File: src/rtl/serial_subtractor_if.sv
// Operand/result bundle for the bit-serial subtractor: start/x/y in, busy/done/d/b out.
// The requester drives the master side; the subtractor implements the slave side.
interface serial_subtractor_if #(
    parameter int WIDTH = 8
);
    logic             start;
    logic [WIDTH-1:0] x;
    logic [WIDTH-1:0] y;
    logic             busy;
    logic             done;
    logic [WIDTH-1:0] d;
    logic             b;

    modport master (
        output start, x, y,
        input  busy, done, d, b
    );

    modport slave (
        input  start, x, y,
        output busy, done, d, b
    );
endinterface

File: src/rtl/serial_subtractor.sv
// Bit-serial unsigned subtractor d = x - y, borrow b; LSB first, one bit per clock.
// Result lands WIDTH edges after the accepting edge; start is ignored while busy.
module serial_subtractor #(
    parameter int WIDTH = 8
) (
    input  logic                clk,
    input  logic                rst,
    serial_subtractor_if.slave  io
);
    localparam int CW = $clog2(WIDTH) + 1;

    typedef enum logic [1:0] {
        IDLE  = 2'd0,
        SHIFT = 2'd1,
        DONE  = 2'd2
    } state_t;

    state_t           state_q, state_d;
    logic [WIDTH-1:0] x_sh_q, x_sh_d;
    logic [WIDTH-1:0] y_sh_q, y_sh_d;
    logic [WIDTH-1:0] res_q, res_d;
    logic [WIDTH-1:0] d_q, d_d;
    logic             borrow_q, borrow_d;
    logic             b_q, b_d;
    logic [CW-1:0]    cnt_q, cnt_d;

    logic xi, yi, diff, bout, last_bit;

    always_comb begin
        xi       = x_sh_q[0];
        yi       = y_sh_q[0];
        diff     = xi ^ yi ^ borrow_q;
        bout     = (~xi & yi) | (~(xi ^ yi) & borrow_q);
        last_bit = (cnt_q == CW'(WIDTH - 1));

        state_d  = state_q;
        x_sh_d   = x_sh_q;
        y_sh_d   = y_sh_q;
        res_d    = res_q;
        d_d      = d_q;
        b_d      = b_q;
        borrow_d = borrow_q;
        cnt_d    = cnt_q;

        case (state_q)
            // DONE accepts a new start exactly like IDLE for back-to-back operation
            IDLE, DONE: begin
                state_d = IDLE;
                if (io.start) begin
                    x_sh_d   = io.x;
                    y_sh_d   = io.y;
                    res_d    = '0;
                    borrow_d = 1'b0;
                    cnt_d    = '0;
                    state_d  = SHIFT;
                end
            end
            SHIFT: begin
                x_sh_d   = x_sh_q >> 1;
                y_sh_d   = y_sh_q >> 1;
                res_d    = {diff, res_q[WIDTH-1:1]};
                borrow_d = bout;
                cnt_d    = cnt_q + CW'(1);
                if (last_bit) begin
                    d_d     = {diff, res_q[WIDTH-1:1]};
                    b_d     = bout;
                    state_d = DONE;
                end
            end
            default: state_d = IDLE;
        endcase
    end

    always_ff @(posedge clk) begin
        if (rst) begin
            state_q  <= IDLE;
            x_sh_q   <= '0;
            y_sh_q   <= '0;
            res_q    <= '0;
            d_q      <= '0;
            b_q      <= 1'b0;
            borrow_q <= 1'b0;
            cnt_q    <= '0;
        end else begin
            state_q  <= state_d;
            x_sh_q   <= x_sh_d;
            y_sh_q   <= y_sh_d;
            res_q    <= res_d;
            d_q      <= d_d;
            b_q      <= b_d;
            borrow_q <= borrow_d;
            cnt_q    <= cnt_d;
        end
    end

    assign io.busy = (state_q == SHIFT);
    assign io.done = (state_q == DONE);
    assign io.d    = d_q;
    assign io.b    = b_q;
endmodule

File: src/flat_wrapper.sv
// flat-port wrapper written by rule: the top's interface ports become plain ports
module serial_subtractor_flat 
#(
    parameter int WIDTH = 8
)
  (clk, rst, io_start, io_x, io_y, io_busy, io_done, io_d, io_b);
  serial_subtractor_if #(.WIDTH(WIDTH)) io_i ();
  input  logic clk;
  input  logic rst;
  input wire logic [$bits(io_i.start)-1:0] io_start;
  input wire logic [$bits(io_i.x)-1:0] io_x;
  input wire logic [$bits(io_i.y)-1:0] io_y;
  output wire logic [$bits(io_i.busy)-1:0] io_busy;
  output wire logic [$bits(io_i.done)-1:0] io_done;
  output wire logic [$bits(io_i.d)-1:0] io_d;
  output wire logic [$bits(io_i.b)-1:0] io_b;
  assign io_i.start = io_start;
  assign io_i.x = io_x;
  assign io_i.y = io_y;
  assign io_busy = io_i.busy;
  assign io_done = io_i.done;
  assign io_d = io_i.d;
  assign io_b = io_i.b;
  serial_subtractor #(.WIDTH(WIDTH)) u_core (.clk(clk), .rst(rst), .io(io_i));
endmodule
File: config.mk
export PLATFORM = sky130hd
export DESIGN_NAME = serial_subtractor_flat
export DESIGN_NICKNAME = d
export VERILOG_FILES = /design/src/rtl/serial_subtractor_if.sv /design/src/rtl/serial_subtractor.sv /design/src/flat_wrapper.sv
export SDC_FILE = /design/constraint.sdc
export NUM_CORES = 1
export LEC_CHECK = 0
export ABC_CLOCK_PERIOD_IN_PS = 3800
export CAP_MARGIN = 25
export CORE_UTILIZATION = 30
export DETAILED_ROUTE_END_ITERATION = 16
export HOLD_SLACK_MARGIN = 0.1
export SYNTH_ARGS = -nofsm -noshare
export SYNTH_HDL_FRONTEND = slang
export SYNTH_SLANG_ARGS = --single-unit
File: constraint.sdc
create_clock -name clk -period 3.8 [get_ports clk]
set_clock_uncertainty 0.1 [all_clocks]
set_input_delay 0.38 -clock clk [delete_from_list [all_inputs] [get_ports clk]]
set_output_delay 0.38 -clock clk [all_outputs]
set_load 0.005 [all_outputs]
==> results.tsv, run 1 <==
stage	metric	value	unit
placed_design	Placed Cells	267	
grt	initial antenna violation count	0	
synth	Seq cells post-synth	39	
synth	Post-synth EDFFs	0	
setup_path	CP delay by family, top	buffers and inverters	
setup_path	r2r startpoint	u_core.state_q[1]$_SDFFE_PP0P_	
synth	Mapped Area	1670	um2
detailed_routing	Remaining DRCs	0	
worst_hold_path	worst hold endpoint	u_core.x_sh_q[4]$_SDFFE_PP0P_	
setup_path	Critical Path AT	1.85	ns
die	Die W	76.6	um
setup_path	critical path fanouts, max	32	
clock_network	CTS max path bufs	2	
timing	unrepaired setup endpoints after global routing	no	
grt	GRT Total Usage	0.127	
setup_path	RR Endpoint	u_core.cnt_q[3]$_SDFFE_PP0P_	
setup_path	Setup crit end kind	output pin	
synth	ys flop type	dfxtp_1	
setup_path	required time of the critical path	3.32	ns
timing	Final setup viols	0	
die	Ports	30	
detailed_routing	met3 wire len	229	um
layout	Final Util	0.398	
grt	first-pass GRT wire length	5800	um
timing	crit share post-route	0.613	
setup_path	CP peak stage delay	0.57	ns
synth	Yosys warning total	0	
synth	Yosys cell types	27	
synth	cell count after synthesis	181	
timing	fmax	429	MHz
clock_network	CTS H-tree lvls	2	
setup_path	reg-to-reg setup timing slack	2.11	ns
setup_path	Slowest-stage cell, CP	clkdlybuf4s50_1	
die	Core Region	5240	um2
die	FP Rows	26	
pwr	Pwr Density	377	nW/um2
clock_network	clk root buf	clkbuf_8	
setup_path	Worst Reg2Reg Path Length in Cells	5	
layout	commonest non-fill, non-tap cell in the layout	dfxtp_1	
setup_path	CP Cell Sequence	nand2b_1, buf_4, inv_4, clkdlybuf4s50_1	
pwr	maximum vdd drop	0.227	mV
setup_path	crit path kind	reg2out	
clock_network	clock-pin slew on the worst setup and hold paths	0.07	ns
setup_path	sum of buffers and inverters on the critical path	3	
layout	FILL cells	556	
timing	setup_tns	0	ns
detailed_routing	routed len/inst	12.7	um
worst_hold_path	Hold Crit Class	reg2reg	
detailed_routing	via count	1369	
clock_network	Gates resized, CTS repair	0	
layout	Synth-to-Final Area Change	25.0	%
detailed_routing	first-pass iteration count of the detailed router	6	
detailed_routing	Vias/cell	4.98	
timing	fin crit period	2.33	ns
clock_network	CTS buffer count	5	
layout	layout net count	227	
die	Die ar.	5860	um2
synth	Avg Inst Size Synth	9.21	um2
synth	Seq/Total Area, Yosys	0.468	
clock_network	cts hold-fix bufs	0	
synth	asr flop ratio synth	0	
die	Initial Util	0.318	
run_status	status	complete, no violations	
detailed_routing	DRT iter0 DRCs	131	
synth	Mapped Nets	202	
grt	grt total ovfl	0	
placed_design	Final GP Congestion	0.703	
layout	n_diodes	0	
setup_path	startpoint types	flop	
timing	slew of the pin with the lowest slew margin	0.398	ns
worst_hold_path	Hold Path Origin	u_core.x_sh_q[4]$_SDFFE_PP0P_	
layout	most frequent cells in the layout	39 x dfxtp_1, 29 x clkdlybuf4s50_1, 28 x a21oi_1, 26 x nand3_1, 20 x nand2b_1	
detailed_routing	M1 WL	1620	um
die	Chip Height	76.6	um
worst_hold_path	hold depth	2	
detailed_routing	Antenna Nets Post-Route	0	
clock_network	worst skew pair latency	0.29	ns
placed_design	HPWL after DPL	2060	um
layout	layout cells sized above 1	0.0780	
run	Max Cap Viol	0	
placed_design	port buffer count	29	
layout	final cell count without fillers	275	
detailed_routing	uppermost layer routed	met4	
clock_network	Setup Fix Bufs, Post-CTS	0	
grt	largest net degree at the start of global routing	33	
timing	Hold Violations, Final	0	
grt	vias in the first global route	1241	
setup_path	critical path depth	4	
detailed_routing	WL met2	1550	um
clock_network	TritonCTS clock tree	built	
timing	max-slew violations	0	
timing	Slew headroom	0.735	
detailed_routing	Routed WL	3480	um
pwr	Leakage	0.688	nW
clock_network	clk sinks	39	
per-layer routing:
| metal | vias to the layer above | track usage |
|---|---|---|
| met5 | - | 0 |
| met4 | 0 | 0.0692 |
| met3 | 5 | 0.0443 |
| met2 | 42 | 0.194 |
| met1 | 639 | 0.156 |
| li1 | 683 | - |
cell type report:
class | count | area (um2) | area share
tap | 70 | 87.6 | 0.0420
sequential | 39 | 781 | 0.375
inverter | 3 | 13.8 | 0.00660
timing repair buffer | 34 | 352 | 0.169
multi-input combinational | 123 | 778 | 0.373
clock buffer | 6 | 72.6 | 0.0348
registers in the layout (all words and copies together), names as in the netlist:
signal,count
u_core.io.d,8
u_core.x_sh_q,8
u_core.y_sh_q,8
u_core.res_q,7
u_core.cnt_q,4
u_core.state_q,2
u_core.borrow_q,1
u_core.io.b,1
worst reg2reg max path: stages (launching register included):
cell and delay (ns):
dfxtp_1 0.32, nand2b_1 0.10, buf_4 0.36, inv_4 0.22
nand4_1 0.17, mux2_1 0.32
cells in the mapped netlist (2+ instances only):
cell type	number	share of area
dfxtp_1	39	0.47
a21oi_1	28	0.084
nand3_1	26	0.078
nand2b_1	20	0.075
a22oi_1	14	0.063
nand2_1	10	0.023
mux2i_1	8	0.048
buf_2	7	0.021
clkbuf_1	5	0.011
buf_6	3	0.020
nor2b_1	3	0.011
inv_1	2	0.0045
nor2_1	2	0.0045
kinds of logic after synthesis:
| family | Yosys count | synth area share |
|---|---|---|
| buf+inv | 19 | 0.0653 |
| simple gates | 66 | 0.216 |
| fa+ha+maj | 2 | 0.0195 |
| compound gates | 45 | 0.167 |
| mux | 10 | 0.0638 |
| flops | 39 | 0.468 |
worst max-delay path by stage:
stage | start | endpoint
after floorplan | u_core.cnt_q[0]$_SDFFE_PP0P_ | u_core.io.d[0]$_SDFFE_PP0P_
after global placement | rst | u_core.io.d[1]$_SDFFE_PP0P_
after detailed placement | rst | u_core.io.d[2]$_SDFFE_PP0P_
after CTS | u_core.state_q[0]$_SDFFE_PP0P_ | io_busy
after global routing | u_core.state_q[0]$_SDFFE_PP0P_ | io_busy
final | u_core.state_q[1]$_SDFFE_PP0P_ | io_busy
through the flow:
step,worst slack [ns],hold slack [ns],total power [mW],area [um2]
after floorplan,2.51,0.346,0.506,1670
after global placement,1.43,0.356,0.535,1970
after detailed placement,1.41,0.360,0.535,1970
after CTS,1.45,0.370,0.789,2050
after global routing,1.34,0.381,0.821,2080
final,1.47,0.369,0.785,2080
power breakdown:
part	total (mW)	internal (mW)	switching [mW]
Combinational	0.0993	0.0458	0.0534
Clock	0.254	0.122	0.131
Sequential	0.432	0.424	0.00828
Total	0.785	0.592	0.193
No activity file was read; power rests on OpenSTA's default activity.
==> run 2: changes to the inputs <==
--- a/config.mk
+++ b/config.mk
@@ -5,7 +5,7 @@
 export SDC_FILE = /design/constraint.sdc
 export NUM_CORES = 1
 export LEC_CHECK = 0
-export ABC_CLOCK_PERIOD_IN_PS = 3800
+export ABC_CLOCK_PERIOD_IN_PS = 2100
 export CAP_MARGIN = 25
 export CORE_UTILIZATION = 30
 export DETAILED_ROUTE_END_ITERATION = 16
==> constraint.sdc (replaced) <==
create_clock -name clk -period 2.1 [get_ports clk]
set_clock_uncertainty 0.1 [all_clocks]
set_input_delay 0.21 -clock clk [delete_from_list [all_inputs] [get_ports clk]]
set_output_delay 0.21 -clock clk [all_outputs]
set_load 0.005 [all_outputs]
==> run 2 against run 1 <==
Effect of this change:
- global-route usage is 0.20 points lower
- flip-flop and latch count did not move
- register-to-register slack worse by 1.6 ns
- critical endpoint unchanged
- core utilization increased by 0.60 points
- cell area rose by 1.5%
- setup slack worse by 1.1 ns
- combinational power rose by 81%
- die area unchanged
- non-clock buffer count unchanged
- clock power up 130%
- final cell count is 0.36% higher
==> results.tsv, run 2 (synthesis results as in run 1) <==
stage	metric	value	unit	change
setup_path	critical path depth	3		-1
layout	layout net count	227		unchanged
setup_path	critical path fanouts, max	15		-53%
placed_design	Final GP Congestion	0.712		+1.2%
timing	fin crit period	1.77	ns	
die	Core Region	5240	um2	unchanged
clock_network	CTS max path bufs	2		unchanged
clock_network	clk sinks	39		unchanged
die	Chip Height	76.6	um	unchanged
setup_path	Setup crit end kind	output pin		
detailed_routing	DRT iter0 DRCs	119		-9.2%
pwr	Leakage	0.702	nW	+2.0%
clock_network	CTS H-tree lvls	2		unchanged
clock_network	Setup Fix Bufs, Post-CTS	0		unchanged
layout	commonest non-fill, non-tap cell in the layout	dfxtp_1		
pwr	Pwr Density	734	nW/um2	+95%
setup_path	crit path from	u_core.state_q[1]$_SDFFE_PP0P_		
clock_network	clk root buf	clkbuf_8		
timing	setup_tns	0	ns	unchanged
timing	fmax	564	MHz	
timing	Slew headroom	0.761		+0.0261
detailed_routing	via count	1341		-2.0%
timing	worst hold slack	0.368	ns	-0.000998 ns
setup_path	CP peak stage delay	0.53	ns	-0.04 ns
die	Die W	76.6	um	unchanged
detailed_routing	Vias/cell	4.86		-2.4%
detailed_routing	routed len/inst	12.2	um	-3.3%
setup_path	reg-to-reg setup timing slack	0.53	ns	-1.58 ns
timing	unrepaired setup endpoints after global routing	no		
timing	slew of the pin with the lowest slew margin	0.359	ns	-0.0391 ns
pwr	maximum vdd drop	0.261	mV	+15%
layout	FILL cells	521		-6.3%
grt	vias in the first global route	1240		-0.081%
clock_network	worst skew pair latency	0.28	ns	about the same
die	FP Rows	26		unchanged
detailed_routing	Routed WL	3380	um	-3.0%
setup_path	sum of buffers and inverters on the critical path	2		-1
die	Ports	30		unchanged
setup_path	Slowest-stage cell, CP	clkdlybuf4s50_1		
detailed_routing	first-pass iteration count of the detailed router	4		-2
setup_path	r2r startpoint	u_core.state_q[1]$_SDFFE_PP0P_		
setup_path	RR Endpoint	u_core.cnt_q[2]$_SDFFE_PP0P_		
grt	GRT Total Usage	0.125		-0.00204
grt	largest net degree at the start of global routing	50		+52%
timing	Final setup viols	0		unchanged
timing	Hold Violations, Final	0		unchanged
detailed_routing	Antenna Nets Post-Route	0		unchanged
grt	initial antenna violation count	0		unchanged
setup_path	Worst Reg2Reg Path Length in Cells	4		-1
die	Initial Util	0.318		unchanged
clock_network	CTS buffer count	5		unchanged
setup_path	Critical Path AT	1.46	ns	-0.39 ns
run_status	status	complete, no violations		
layout	layout cells sized above 1	0.0825		+0.00448
layout	most frequent cells in the layout	39 x dfxtp_1, 29 x clkdlybuf4s50_1, 28 x a21oi_1, 26 x nand3_1, 20 x nand2b_1		
setup_path	startpoint types	flop		
worst_hold_path	Hold Crit Class	reg2reg		
grt	first-pass GRT wire length	5840	um	+0.72%
timing	max-slew violations	0		unchanged
setup_path	CP delay by family, top	buffers and inverters		
setup_path	CP Cell Sequence	nand2b_1, inv_4, clkdlybuf4s50_1		
clock_network	TritonCTS clock tree	built		
run	Max Cap Viol	0		unchanged
setup_path	crit path kind	reg2out		
timing	crit share post-route	0.844		
clock_network	cts hold-fix bufs	0		unchanged
layout	Synth-to-Final Area Change	26.9	%	
placed_design	HPWL after DPL	2070	um	+0.29%
setup_path	required time of the critical path	1.79	ns	-1.53 ns
setup_path	CP endpoint	io_busy		
clock_network	clock-pin slew on the worst setup and hold paths	0.07	ns	about the same
die	Die ar.	5860	um2	unchanged
detailed_routing	Remaining DRCs	0		unchanged
layout	n_diodes	0		unchanged
placed_design	port buffer count	29		unchanged
clock_network	Gates resized, CTS repair	0		unchanged
grt	grt total ovfl	0		unchanged
[run 2: cell count changes in the layout (fill, tap and decap cells not counted), sizes merged]
cell,change
bufinv,+1
[run 2: report_power, final]
group          leakage (nW)  internal (mW)  switching (mW)
registers             0.317          0.766          0.0151
clock network        0.0513          0.348           0.242
logic                 0.334         0.0850          0.0954
total                 0.702           1.20           0.353
[run 2: final cells by class]
class / count / area [um2] / share of cell area
clock buffer: 6 / 72.6 / 0.0343
multi-input combinational: 123 / 778 / 0.368
tap: 70 / 87.6 / 0.0414
sequential: 39 / 781 / 0.369
clock inverter: 1 / 30.0 / 0.0142
inverter: 3 / 13.8 / 0.00651
timing repair buffer: 34 / 353 / 0.167
[run 2: worst min-delay path by stage]
| stage | from | end | slack [ns] | cells past startpoint |
|---|---|---|---|---|
| 6_report | u_core.borrow_q$_SDFFE_PP0P_ | u_core.borrow_q$_SDFFE_PP0P_ | 0.37 | 2 |
| 5_1_grt | u_core.borrow_q$_SDFFE_PP0P_ | u_core.borrow_q$_SDFFE_PP0P_ | 0.38 | 2 |
| 4_1_cts | u_core.x_sh_q[5]$_SDFFE_PP0P_ | u_core.x_sh_q[5]$_SDFFE_PP0P_ | 0.37 | 2 |
| 3_5_place_dp | u_core.x_sh_q[5]$_SDFFE_PP0P_ | u_core.x_sh_q[5]$_SDFFE_PP0P_ | 0.36 | 2 |
| 3_3_place_gp | u_core.res_q[1]$_SDFFE_PP0P_ | u_core.res_q[1]$_SDFFE_PP0P_ | 0.36 | 2 |
| 2_1_floorplan | io_x[7] | u_core.x_sh_q[7]$_SDFFE_PP0P_ | 0.25 | 2 |
[run 2: per-layer routing]
metal / part of all wire / up-vias / global-route usage
met5: 0 / - / 0
met4: 0.021 / 0 / 0.0654
met3: 0.036 / 6 / 0.0311
met2: 0.44 / 27 / 0.187
met1: 0.51 / 624 / 0.165
li1: - / 684 / -
[run 2: worst register-to-register path: cells and delay by family (launching register included)]
family / cells / cell delay [ns]
buffers and inverters: 1 / 0.37
multiplexers: 1 / 0.35
AND/OR/NAND/NOR: 1 / 0.17
flip-flops: 1 / 0.31
AO/OA/AOI/OAI: 1 / 0.20
[run 2: per-stage QoR]
| step | worst slack [ns] | area [um2] | instances | total power, mW | utilization |
|---|---|---|---|---|---|
| finish | 0.327 | 2120 | 276 | 1.55 | 0.404 |
| floorplan | 0.808 | 1670 | 181 | 0.915 | - |
| global route | 0.266 | 2120 | 276 | 1.63 | 0.404 |
| CTS | 0.305 | 2120 | 276 | 1.57 | 0.404 |
| detailed placement | 0.470 | 2010 | 269 | 0.980 | 0.384 |
| global placement | 0.472 | 2010 | 269 | 0.979 | 0.384 |
==> run 3: changes to the inputs <==
--- a/config.mk
+++ b/config.mk
@@ -5,7 +5,7 @@
 export SDC_FILE = /design/constraint.sdc
 export NUM_CORES = 1
 export LEC_CHECK = 0
-export ABC_CLOCK_PERIOD_IN_PS = 2100
+export ABC_CLOCK_PERIOD_IN_PS = 1900
 export CAP_MARGIN = 25
 export CORE_UTILIZATION = 30
 export DETAILED_ROUTE_END_ITERATION = 16
==> constraint.sdc (replaced) <==
create_clock -name clk -period 1.9 [get_ports clk]
set_clock_uncertainty 0.1 [all_clocks]
set_input_delay 0.19 -clock clk [delete_from_list [all_inputs] [get_ports clk]]
set_output_delay 0.19 -clock clk [all_outputs]
set_load 0.005 [all_outputs]
==> run 3 against run 2 <==
Effect of this change:
- sequential power is 11% higher
- critical path depth is the same
- via count decreased by 0.22%
- core utilization down 0.17 points
- global-route usage up 0.75 points
- clock power decreased by 8.8%
- critical path type unchanged
- largest cell class unchanged
==> results.tsv, run 3 (synthesis results as in run 1) <==
stage	metric	value	unit	change
layout	most frequent cells in the layout	39 x dfxtp_1, 29 x clkdlybuf4s50_1, 28 x a21oi_1, 26 x nand3_1, 20 x nand2b_1		
clock_network	cts hold-fix bufs	0		unchanged
layout	FILL cells	529		+1.5%
setup_path	crit path kind	reg2out		
detailed_routing	via count	1338		-0.22%
setup_path	Slowest-stage cell, CP	clkdlybuf4s50_1		
layout	Final Util	0.402		-0.00167
die	Die ar.	5860	um2	unchanged
grt	GRT Total Usage	0.132		+0.00750
setup_path	CP peak stage delay	0.53	ns	about the same
timing	Slew headroom	0.757		-0.00383
setup_path	r2r startpoint	u_core.state_q[1]$_SDFFE_PP0P_		
layout	n_diodes	0		unchanged
clock_network	CTS buffer count	5		unchanged
clock_network	worst skew pair latency	0.29	ns	about the same
pwr	sw power	405	uW	+15%
layout	multi-input logic area	778	um2	unchanged
clock_network	CTS max path bufs	2		unchanged
worst_hold_path	Hold Crit Class	in2reg		
setup_path	CP delay by family, top	buffers and inverters		
run_status	status	complete, no violations		
die	Ports	30		unchanged
grt	vias in the first global route	1284		+3.5%
placed_design	HPWL after DPL	2200	um	+6.3%
die	FP Rows	26		unchanged
setup_path	Setup crit end kind	output pin		
placed_design	port buffer count	29		unchanged
detailed_routing	DRT iter0 DRCs	104		-13%
detailed_routing	Remaining DRCs	0		unchanged
detailed_routing	first-pass iteration count of the detailed router	4		unchanged
pwr	maximum vdd drop	0.396	mV	+52%
timing	max-slew violations	0		unchanged
pwr	Pwr Density	762	nW/um2	+3.9%
setup_path	sum of buffers and inverters on the critical path	2		unchanged
clock_network	clock-pin slew on the worst setup and hold paths	0.07	ns	about the same
layout	Synth-to-Final Area Change	26.3	%	
setup_path	critical path fanouts, max	21		+6
pwr	Sequential Power Share	0.538		+0.035
setup_path	CP Cell Sequence	nand2b_1, clkinv_4, clkdlybuf4s50_1		
timing	crit share post-route	0.936		
grt	first-pass GRT wire length	6180	um	+5.7%
grt	initial antenna violation count	0		unchanged
detailed_routing	Vias/cell	4.78		-1.6%
clock_network	Setup Fix Bufs, Post-CTS	0		unchanged
clock_network	CTS H-tree lvls	2		unchanged
grt	grt total ovfl	0		unchanged
layout	layout cells sized above 1	0.0952		+0.0127
die	Chip Height	76.6	um	unchanged
clock_network	TritonCTS clock tree	built		
layout	commonest non-fill, non-tap cell in the layout	dfxtp_1		
setup_path	Critical Path AT	1.49	ns	+0.03 ns
detailed_routing	Antenna Nets Post-Route	0		unchanged
run	Max Cap Viol	0		unchanged
setup_path	crit path from	u_core.state_q[1]$_SDFFE_PP0P_		
setup_path	critical path depth	3		unchanged
setup_path	Worst Reg2Reg Path Length in Cells	4		unchanged
die	Die W	76.6	um	unchanged
pwr	Clk pwr share	0.335		-0.045
timing	setup_tns	0	ns	unchanged
timing	Hold Violations, Final	0		unchanged
die	Initial Util	0.318		unchanged
setup_path	reg-to-reg setup timing slack	0.32	ns	-0.21 ns
placed_design	Final GP Congestion	0.696		-2.3%
clock_network	clk root buf	clkbuf_8		
die	Core Region	5240	um2	unchanged
timing	slew of the pin with the lowest slew margin	0.364	ns	+0.00499 ns
grt	largest net degree at the start of global routing	32		-36%
detailed_routing	routed len/inst	12.5	um	+2.0%
layout	layout net count	230		+1.3%
pwr	internal power	1.20	mW	about the same
setup_path	CP endpoint	io_busy		
timing	fin crit period	1.78	ns	
timing	unrepaired setup endpoints after global routing	no		
detailed_routing	Routed WL	3500	um	+3.5%
timing	fmax	563	MHz	
pwr	Leakage	0.703	nW	+0.19%
setup_path	RR Endpoint	u_core.cnt_q[2]$_SDFFE_PP0P_		
pwr	Switching Share	0.252		+0.0250
setup_path	startpoint types	flop		
pwr	Gate power share	0.127		+0.011
timing	Final setup viols	0		unchanged
layout	Sequential cell area	781	um2	unchanged
setup_path	required time of the critical path	1.61	ns	-0.18 ns
clock_network	clk sinks	39		unchanged
## run 3: cell count changes in the layout (fill, tap and decap cells not counted), sizes merged
cell,previous run,this run
bufinv,1,0
inv,3,2
clkinv,0,2
buf,5,8
clkbuf,6,7
## run 3: power groups by stage
stage                     Clock [mW]  Combinational [mW]  Sequential [mW]
final                          0.538               0.203            0.864
after global routing           0.590               0.225            0.868
after CTS                      0.561               0.205            0.863
after detailed placement           0               0.204            0.883
after global placement             0               0.204            0.882
after floorplan                    0               0.133            0.879
## run 3: worst register-to-register path, cell delays in order (launching register included)
cell	delay, ns
dfxtp_1	0.32
nand2b_1	0.18
buf_4	0.37
mux2_4	0.35
a211oi_2	0.20
## run 3: what timing repair did
action | 4_1_cts | 5_1_grt
gates resized for setup | 0 | 2
setup endpoints to repair | 0 | 1
endpoints found under the hold margin | 0 | 0
## run 3: layout make-up
class / instances / area share
flip-flops and latches: 39 / 0.371
multi-input cells: 123 / 0.369
repair buffers: 37 / 0.172
well taps: 70 / 0.0416
clock buffers: 7 / 0.0362
inverters: 3 / 0.00772
clock inverters: 1 / 0.00238
## run 3: how the worst min path moves through the flow
| stage | startpoint | end | slack, ns | cells after the start |
|---|---|---|---|---|
| floorplan | io_x[7] | u_core.x_sh_q[7]$_SDFFE_PP0P_ | 0.23 | 2 |
| global placement | u_core.x_sh_q[7]$_SDFFE_PP0P_ | u_core.x_sh_q[7]$_SDFFE_PP0P_ | 0.35 | 2 |
| detailed placement | u_core.io.d[1]$_SDFFE_PP0P_ | u_core.io.d[1]$_SDFFE_PP0P_ | 0.36 | 2 |
| CTS | io_y[7] | u_core.y_sh_q[7]$_SDFFE_PP0P_ | 0.35 | 3 |
| global route | io_y[7] | u_core.y_sh_q[7]$_SDFFE_PP0P_ | 0.37 | 3 |
| finish | io_y[7] | u_core.y_sh_q[7]$_SDFFE_PP0P_ | 0.35 | 3 |
## run 3: per-stage QoR
| stage | setup WS [ns] | cell area, um2 | power [mW] | cells | hold slack (ns) |
|---|---|---|---|---|---|
| finish | 0.122 | 2110 | 1.61 | 280 | 0.352 |
| global placement | 0.304 | 2020 | 1.09 | 272 | 0.354 |
| floorplan | 0.608 | 1670 | 1.01 | 181 | 0.226 |
| CTS | 0.0409 | 2100 | 1.63 | 280 | 0.347 |
| detailed placement | 0.300 | 2020 | 1.09 | 272 | 0.359 |
| global route | 0.0119 | 2110 | 1.68 | 280 | 0.369 |
## run 3: per-layer routing
layer / up-vias / GRT usage / part of all wire
met4: 0 / 0.0692 / 0.022
met5: - / 0 / 0
li1: 687 / - / -
met1: 613 / 0.180 / 0.50
met2: 31 / 0.198 / 0.45
met3: 7 / 0.0251 / 0.031
